===== src/rtl/controle_elevador_pkg.sv =====
// controle_elevador_pkg: cabin FSM states and timer width shared by the elevator controller.
package controle_elevador_pkg;
  typedef enum logic [1:0] {PARADO, SUBINDO, DESCENDO, PORTA_ABERTA} estado_t;
  localparam int TIMER_W = 27;
endpackage


===== src/rtl/controle_elevador_temporizador.sv =====
// temporizador: loadable down-counter with enable; fim_o pulses on the last counted cycle.
module temporizador
  import controle_elevador_pkg::*;
(
  input  logic               clk,
  input  logic               rst,
  input  logic               load_i,
  input  logic [TIMER_W-1:0] valor_i,
  input  logic               en_i,
  output logic               fim_o
);
  logic [TIMER_W-1:0] cnt_q, cnt_d;
  always_comb cnt_d = load_i ? valor_i : (en_i && cnt_q != '0) ? cnt_q - 1'b1 : cnt_q;
  always_ff @(posedge clk or posedge rst)
    if (rst) cnt_q <= '0;
    else     cnt_q <= cnt_d;
  assign fim_o = en_i && cnt_q == TIMER_W'(1);
endmodule


===== src/rtl/controle_elevador.sv =====
// controle_elevador: SCAN-like elevator controller with latched floor requests.
// Define PARADA_EMERGENCIA_EN to add the emergencia input that freezes the cabin.
module controle_elevador
  import controle_elevador_pkg::*;
#(
  parameter int N_ANDARES   = 4,
  parameter int TEMPO_ANDAR = 50000000,
  parameter int TEMPO_PORTA = 100000000
) (
  input  logic                         clk,
  input  logic                         reset,
  input  logic [N_ANDARES-1:0]         botoes,
`ifdef PARADA_EMERGENCIA_EN
  input  logic                         emergencia,
`endif
  output logic                         subindo,
  output logic                         descendo,
  output logic [$clog2(N_ANDARES)-1:0] andar_atual,
  output logic                         porta_aberta,
  output logic [N_ANDARES-1:0]         pedidos
);
  localparam int AW = $clog2(N_ANDARES);
  localparam logic [TIMER_W-1:0] T_ANDAR = TIMER_W'(TEMPO_ANDAR);
  localparam logic [TIMER_W-1:0] T_PORTA = TIMER_W'(TEMPO_PORTA);
  estado_t estado_q, estado_d;
  logic [AW-1:0] andar_q, andar_d, prox;
  logic [N_ANDARES-1:0] pedidos_q, pedidos_d, limpa, ignora;
  logic [TIMER_W-1:0] valor;
  logic carga, fim, em, movendo, acima, abaixo, alem_sub, alem_des, alem, ha_espaco;
`ifdef PARADA_EMERGENCIA_EN
  assign em = emergencia;
`else
  assign em = 1'b0;
`endif
  assign movendo   = estado_q == SUBINDO || estado_q == DESCENDO;
  assign prox      = estado_q == SUBINDO ? andar_q + 1'b1 : andar_q - 1'b1;
  assign alem      = estado_q == SUBINDO ? alem_sub : alem_des;
  assign ha_espaco = estado_q == SUBINDO ? andar_q != AW'(N_ANDARES - 1) : andar_q != '0;
  always_comb begin
    acima    = 1'b0;
    abaixo   = 1'b0;
    alem_sub = 1'b0;
    alem_des = 1'b0;
    for (int i = 0; i < N_ANDARES; i++) begin
      acima    = acima    | (pedidos_q[i] & (i > int'(andar_q)));
      abaixo   = abaixo   | (pedidos_q[i] & (i < int'(andar_q)));
      alem_sub = alem_sub | (pedidos_q[i] & (i > int'(andar_q) + 1));
      alem_des = alem_des | (pedidos_q[i] & (i < int'(andar_q) - 1));
    end
  end
  temporizador u_tmr (
    .clk     (clk),
    .rst     (reset),
    .load_i  (carga),
    .valor_i (valor),
    .en_i    (!em && estado_q != PARADO),
    .fim_o   (fim)
  );
  always_ff @(posedge clk or posedge reset)
    if (reset) begin
      estado_q  <= PARADO;
      andar_q   <= '0;
      pedidos_q <= '0;
    end else begin
      estado_q  <= estado_d;
      andar_q   <= andar_d;
      pedidos_q <= pedidos_d;
    end
  always_comb begin
    estado_d = estado_q;
    andar_d  = andar_q;
    limpa    = '0;
    carga    = 1'b0;
    valor    = T_ANDAR;
    if (!em)
      case (estado_q)
        PARADO:
          if (pedidos_q[andar_q]) begin
            estado_d       = PORTA_ABERTA;
            limpa[andar_q] = 1'b1;
            carga          = 1'b1;
            valor          = T_PORTA;
          end else if (acima || abaixo) begin
            estado_d = acima ? SUBINDO : DESCENDO;
            carga    = 1'b1;
          end
        SUBINDO, DESCENDO:
          if (fim && !ha_espaco) estado_d = PARADO;
          else if (fim) begin
            andar_d = prox;
            if (pedidos_q[prox]) begin
              estado_d    = PORTA_ABERTA;
              limpa[prox] = 1'b1;
              carga       = 1'b1;
              valor       = T_PORTA;
            end else if (alem) carga = 1'b1;
            else estado_d = PARADO;
          end
        PORTA_ABERTA:
          if (botoes[andar_q]) begin
            carga = 1'b1;
            valor = T_PORTA;
          end else if (fim) estado_d = PARADO;
        default: estado_d = PARADO;
      endcase
  end
  // the floor being served never latches its own button while the door is open
  assign ignora    = estado_q == PORTA_ABERTA ? N_ANDARES'(1) << andar_q : '0;
  assign pedidos_d = (pedidos_q | (botoes & ~ignora)) & ~limpa;
  always_comb begin
    subindo      = estado_q == SUBINDO && !em && movendo;
    descendo     = estado_q == DESCENDO && !em && movendo;
    porta_aberta = estado_q == PORTA_ABERTA;
    andar_atual  = andar_q;
    pedidos      = pedidos_q;
  end
endmodule


===== config.mk =====
export PLATFORM = sky130hd
export DESIGN_NAME = controle_elevador
export DESIGN_NICKNAME = d
export VERILOG_FILES = /design/src/rtl/controle_elevador_pkg.sv /design/src/rtl/controle_elevador_temporizador.sv /design/src/rtl/controle_elevador.sv
export SDC_FILE = /design/constraint.sdc
export NUM_CORES = 1
export LEC_CHECK = 0
export BUFFER_PORTS_ARGS = -buffer_cell sky130_fd_sc_hd__buf_2
export CAP_MARGIN = 20
export CORE_MARGIN = 2
export CORE_UTILIZATION = 27
export CTS_BUF_LIST = sky130_fd_sc_hd__clkbuf_8
export DETAILED_ROUTE_END_ITERATION = 7
export HOLD_SLACK_MARGIN = 0.06
export PLACE_DENSITY_LB_ADDON = 0.12
export SLEW_MARGIN = 5
export SYNTH_ARGS = -nofsm -noshare
export SYNTH_HDL_FRONTEND = slang
export SYNTH_SLANG_ARGS = --single-unit

===== constraint.sdc =====
create_clock -name clk -period 3.5 [get_ports clk]
set_input_delay 0.175 -clock clk [delete_from_list [all_inputs] [get_ports clk]]
set_output_delay 0.175 -clock clk [all_outputs]
set_load 0.1 [all_outputs]

-- Word-level counts from Yosys, hierarchy flattened
Index checks and enable logic that the tools add are counted.
W data, S select, Z words.
- magnitude comparators: 18
- add/sub/neg operators: 5
- reductions and logical operators: 18
- bitwise gates (word level): 30
- shift operators: 1
- muxes and demuxes: 45
- equality and inequality tests: 10
- operator list (kind ; number):
    $mux W27 ; 7
    $pmux W27 S3 ; 1
    $gt A1 B32 Y1 const A ; 1
    $gt A2 B32 Y1 const A ; 1
    $gt A3 B32 Y1 const A ; 1
    $eq A27 B1 Y1 const B ; 1
    $reduce_bool A27 Y1 ; 1
    $sub A27 B1 Y27 const B ; 1
    $mux W2 ; 10
    $mux W4 ; 5
    $and A1 B1 Y1 ; 14
    $mux W1 ; 14
    $or A1 B1 Y1 ; 10
    $and A4 B4 Y4 ; 2
    $not A4 Y4 ; 2
    $pmux W4 S2 ; 1
    $logic_and A1 B1 Y1 ; 7
    $bmux W1 S2 ; 3
    $lt A2 B3 Y1 const B ; 2
    $lt A3 B3 Y1 const A ; 2
    $ne A3 B3 Y1 const B ; 2
    $pmux W2 S3 ; 1
    $reduce_bool A2 Y1 ; 3
    $reduce_and A5 Y1 ; 1
    other kinds (27) ; 34
- bits in registers: 35
- bits of input ports: 6
- word-level logic and storage cells: 131
- output and inout port bits: 9

-- Longest topological paths before layout
- word-level depth: 13
- depth in mapped cells: 12

-- Hierarchy
From an unflattened synthesis, not the netlist that was laid out.
- cell total of the unflattened synthesis: 287
- area, all modules: 2537.4 um^2
- modules (own cells, without submodules) (module ; instances ; seq. area each (um^2) ; cells each ; area an instance (um^2)):
    temporizador ; 1 ; 675.6 ; 197 ; 1762.9
    controle_elevador ; 1 ; 200.2 ; 90 ; 774.5

-- Worst setup path after synthesis
OpenSTA, ideal clock, no wires.
- path type: reg2reg
- from: register estado_q[1]
- to: register u_tmr.cnt_q[16]
- cell stages (with the launch flop): 13
- slack: 0.160 ns
- buffers on the path: 1
- required time: 3.379 ns
- setup time: 0.121 ns
- arrival time: 3.218 ns
- path through: dfrtp_1 -> inv_1 -> ha_1 -> nand2_1 -> and2_1 -> ha_1 -> mux4_2 -> nand4_1 -> nor4_4 -> or2_1 -> clkbuf_1 -> o22a_1 -> o22a_1
- cells in the longest elaborated chain, start to end: 9
- ends and longest elaborated chain (what ; line ; source):
    start, declared ; controle_elevador.sv:25 ; estado_t estado_q, estado_d;
    start signal, assigned ; controle_elevador.sv:65 ; estado_q <= estado_d;
    $eq A2 B1 Y1 ; n/a ;
    $mux W2 ; controle_elevador.sv:36 ; assign prox = estado_q == SUBINDO ? andar_q + 1'b1 : andar_q - 1'b1;
    $bmux W1 S2 ; controle_elevador.sv:91 ; if (pedidos_q[prox]) begin
    $mux W1 (implied by the code) ; controle_elevador.sv:91 ;
    $mux W27 or $mux W1 (tied branches) ; controle_elevador.sv:91 ;
    $mux W27 or $mux W1 (tied branches) ; controle_elevador.sv:89 ; else if (fim) begin
    $mux W27 or $mux W1 (tied branches) ; controle_elevador.sv:88 ; if (fim && !ha_espaco) estado_d = PARADO;
    $pmux W27 S3 or $pmux W1 S3 (tied branches) ; controle_elevador.sv:76 ; case (estado_q)
    $mux W27 or $reduce_bool A2 Y1 (tied branches) ; n/a ;
    end signal, assigned ; controle_elevador_temporizador.sv:16 ; else cnt_q <= cnt_d;
    end, declared ; controle_elevador_temporizador.sv:12 ; logic [TIMER_W-1:0] cnt_q, cnt_d;
Parallel ways exist; a longest one is shown, timed or not. The select of a mux whose other input is x is not followed.
A chain may end at the register's enable or synchronous reset.

-- Worst setup path after layout
- from: register u_tmr.cnt_q[7]
- to: register u_tmr.cnt_q[24]
- cells in the longest elaborated chain, start to end: 6
- ends and longest elaborated chain (what):
    branches (longest 6 deep; another with $sub A27 B1 Y27)
Parallel ways; which one is timed is not known. The select of a mux whose other input is x is not followed.

==> impl_metrics.csv <==
group,metric,value,unit
status,status,"finished clean",
grt,gr-total-overflow,0,
routing,post_drt_wl_per_cell,15.5,um
place,dp_hpwl,4420,um
sta,fin_setup_tns,0,ns
cells_and_area,area_growth,15.5,%
synthesis,yosysWarnings,0,
setup_path,slowest_delay,0.67,ns
pwr,combPwrFrac,0.540,
synthesis,dominantRegCellSynth,"dfrtp_1",
place,numPortBuffers,14,
setup_path,crit_type,"register to register",
synthesis,synthMuxAreaShare,0.0418,
synthesis,synth-seq-cells,35,
cts,clkTransAtPathRegs,0.09,ns
sta,rsz0062_at_grt,"no",
routing,num_vias,1953,
synthesis,synth_cells,262,
sta,max_slew_margin,0.555,
setup_path,cp_data_required_time,3.68,ns
pwr,power_switching,1.13,mW
cts,cts_buffers,5,
die,coreArea,8720,um^2
synthesis,yosys.area.top_type,"dfrtp_1",
synthesis,seq_area_frac_synth,0.361,
grt,use_met1,0.189,
cts,insertion_delay,0.30,ns
pwr,p_clk_frac,0.184,
cts,cts_root_buf,"clkbuf_8",
pwr,ir_worst_vdd,0.000406,V
grt,grt_max_degree,25,
sta,finalHoldViolCount,0,
die,io-pin-count,15,
run,maxCapViolCount,0,
sta,fin_crit_sh,0.876,
setup_path,crit_path_end_kind,"register",
grt,grtUsageMet2,0.204,
pwr,p_leak,1.10,nW
synthesis,synth_edf_count,0,
grt,antenna_found_initial,0,
cts,cts_tree,"done",
cts,htreeDepth,2,
synthesis,yosys-top-cells-area,"dfrtp_1 (36%), ha_1 (6.2%), xnor2_1 (5.4%)",
pwr,powerDensity,874,nW/um^2
routing,drc,0,
cts,post_cts_buffers,0,
sta,tightestPinTransition,0.668,ns
synthesis,synthAdderAreaFrac,0.0619,
sta,fmax,326,MHz
die,num_rows,34,
cells_and_area,drive_gt1_frac,0.171,
sta,hold_ws,0.130,ns
die,initial_core_util,0.278,
cts,cts-resized-gates,0,
routing,ant_nets,0,
sta,timing.final.crit_period,3.07,ns
synthesis,ys_types,52,
grt,met3_usage,0.0234,
synthesis,avgSynthCellArea,9.26,um^2
synthesis,synth_area,2420,um^2
setup_path,worstPathMaxFanout,13,
routing,first_pass_iters,4,
setup_path,crit_path_start_kind,"register",
synthesis,async_flop_share,1.00,
place,place_ws,0.478,ns
die,die_width,98.8,um
die,die_h,98.8,um
setup_path,arrival,3.24,ns
sta,finalSetupViolCount,0,
pwr,p_int,1.31,mW
synthesis,synth_top_family_by_area,"simple AND/OR/NAND/NOR gates",
min_path,hold_path_class,"primary input to register",
sta,report.final.slew_viol_count,0,
setup_path,critPathSlowestCell,"or4_1",
cts,holdBufCountCts,0,
synthesis,synth_compound_area_frac,0.164,
die,die-area,9750,um^2
pwr,p_seq_frac,0.276,
synthesis,synth.net_count,280,
synthesis,synthXorXnorAreaFrac,0.0722,
cts,cts_max_path_buffers,2,
synthesis,synthSimpleGateAreaFrac,0.250,
cells_and_area,nets,297,
grt,grt_busiest_layer,"met2",
pwr,p_sw_frac,0.463,
sta,setup_ws,0.434,ns
grt,grt_use_total,0.133,
cts,cts.sinks,35,
grt,grt_pass1_vias,2007,
cells_and_area,antennaDiodeCount,0,
routing,drt-initial-drc-count,85,
sta,fin_skew,0.0155,ns
routing,routed_wl,6010,um
grt,grt_pass1_wl,10300,um
place,gp_congestion,0.789,
setup_path,worstPathCellList,"or4_1, or3_4, o41ai_4, o311a_1, o21ai_0, o211a_1",
synthesis,synth_top_area_share,0.361,
routing,viasPerCell,5.03,
[worst paths after layout]
path,from,endpoint,slack [ns],cells after the start
setup / recovery,u_tmr.cnt_q[7],u_tmr.cnt_q[24],0.43,6
hold / removal,botoes[1],pedidos[1],0.13,3
setup reg to reg,u_tmr.cnt_q[7],u_tmr.cnt_q[24],0.43,6
hold reg to reg,u_tmr.cnt_q[15],u_tmr.cnt_q[15],0.53,2
max in group asynchronous,reset,u_tmr.cnt_q[10],2.47,5
min in group asynchronous,reset,u_tmr.cnt_q[23],0.39,3
[power groups by stage]
stage          Sequential, mW  Clock, mW  Combinational [mW]
3_3_place_gp            0.682          0                1.33
2_1_floorplan           0.682          0                1.02
4_1_cts                 0.674      0.468                1.33
3_5_place_dp            0.683          0                1.32
6_report                0.675      0.451                1.32
5_1_grt                 0.701      0.480                1.47
[placed cells by master, fill, tap and decap left out, types with 3 or more instances in the layout]
cell type	netlist	layout
nor4_1	10	10
xnor2_1	15	15
mux2_2	3	3
a31oi_1	3	3
inv_1	13	13
o211ai_1	3	3
nand2_1	17	17
or4_1	3	3
or3_1	4	4
ha_1	12	12
nor2_1	33	33
and2_1	3	3
o22a_1	5	5
mux4_2	3	3
xor2_1	5	5
dfrtp_1	35	35
nand3_1	5	5
buf_4	1	9
nor3_1	7	7
nor3b_1	3	3
clkbuf_8	0	5
buf_2	3	14
o22ai_1	3	3
nand4_1	5	5
a21oi_1	19	19
a32oi_1	3	3
o21ai_0	4	4
[kinds of logic (layout without fill, tap and decap cells)]
| logic type | after synthesis | count (layout) |
|---|---|---|
| simple gates | 108 | 108 |
| compound gates | 53 | 53 |
| flops | 35 | 35 |
| buf+inv | 28 | 46 |
| xor+xnor | 20 | 20 |
| fa+ha+maj | 12 | 12 |
| mux | 6 | 6 |
[per-stage QoR]
stage	instances	total power, mW	cell area [um^2]	util
after global placement	378	2.01	2630	0.301
final	388	2.45	2800	0.321
after CTS	386	2.47	2760	0.317
after global routing	388	2.65	2800	0.321
after detailed placement	378	2.00	2630	0.301
after floorplan	262	1.70	2420	-
[sequential cells by signal, indices dropped and copies added (netlist names)]
register / cells
u_tmr.cnt_q: 27
andar_atual: 2
estado_q: 2
pedidos: 4
[per-layer routing]
layer	vias to the layer above	share of wire
met3	9	0.018
met2	21	0.46
met5	-	0
met1	936	0.51
li1	987	-
met4	0	0.018
[area by class of cell]
type                    count  area (um^2)
fillers                   907         5920
multi-input cells         199         1430
flip-flops and latches     35          876
repair buffers             25          175
well taps                 108          135
clock buffers               5         68.8
clock inverters             3         67.6
inverters                  13         48.8
[cells in the mapped netlist, types with 3 or more instances]
master,n
o22a_1,5
nand3_1,5
or4_1,3
nand2_1,17
clkbuf_1,10
o211ai_1,3
and2_1,3
nor3_1,7
dfrtp_1,35
a31oi_1,3
inv_1,13
ha_1,12
buf_2,3
o22ai_1,3
nor4_1,10
a21oi_1,19
mux2_2,3
mux4_2,3
xnor2_1,15
o21ai_0,4
nand4_1,5
nor3b_1,3
xor2_1,5
a32oi_1,3
nor2_1,33
or3_1,4
[critical path: cells and delay by family, from the launching register on]
kind	cells	cell delay, ns
AOI/OAI and AO/OA	4	1.34
DFF	1	0.41
and+or+nand+nor	2	1.19
(Power assumes the default switching activity.)
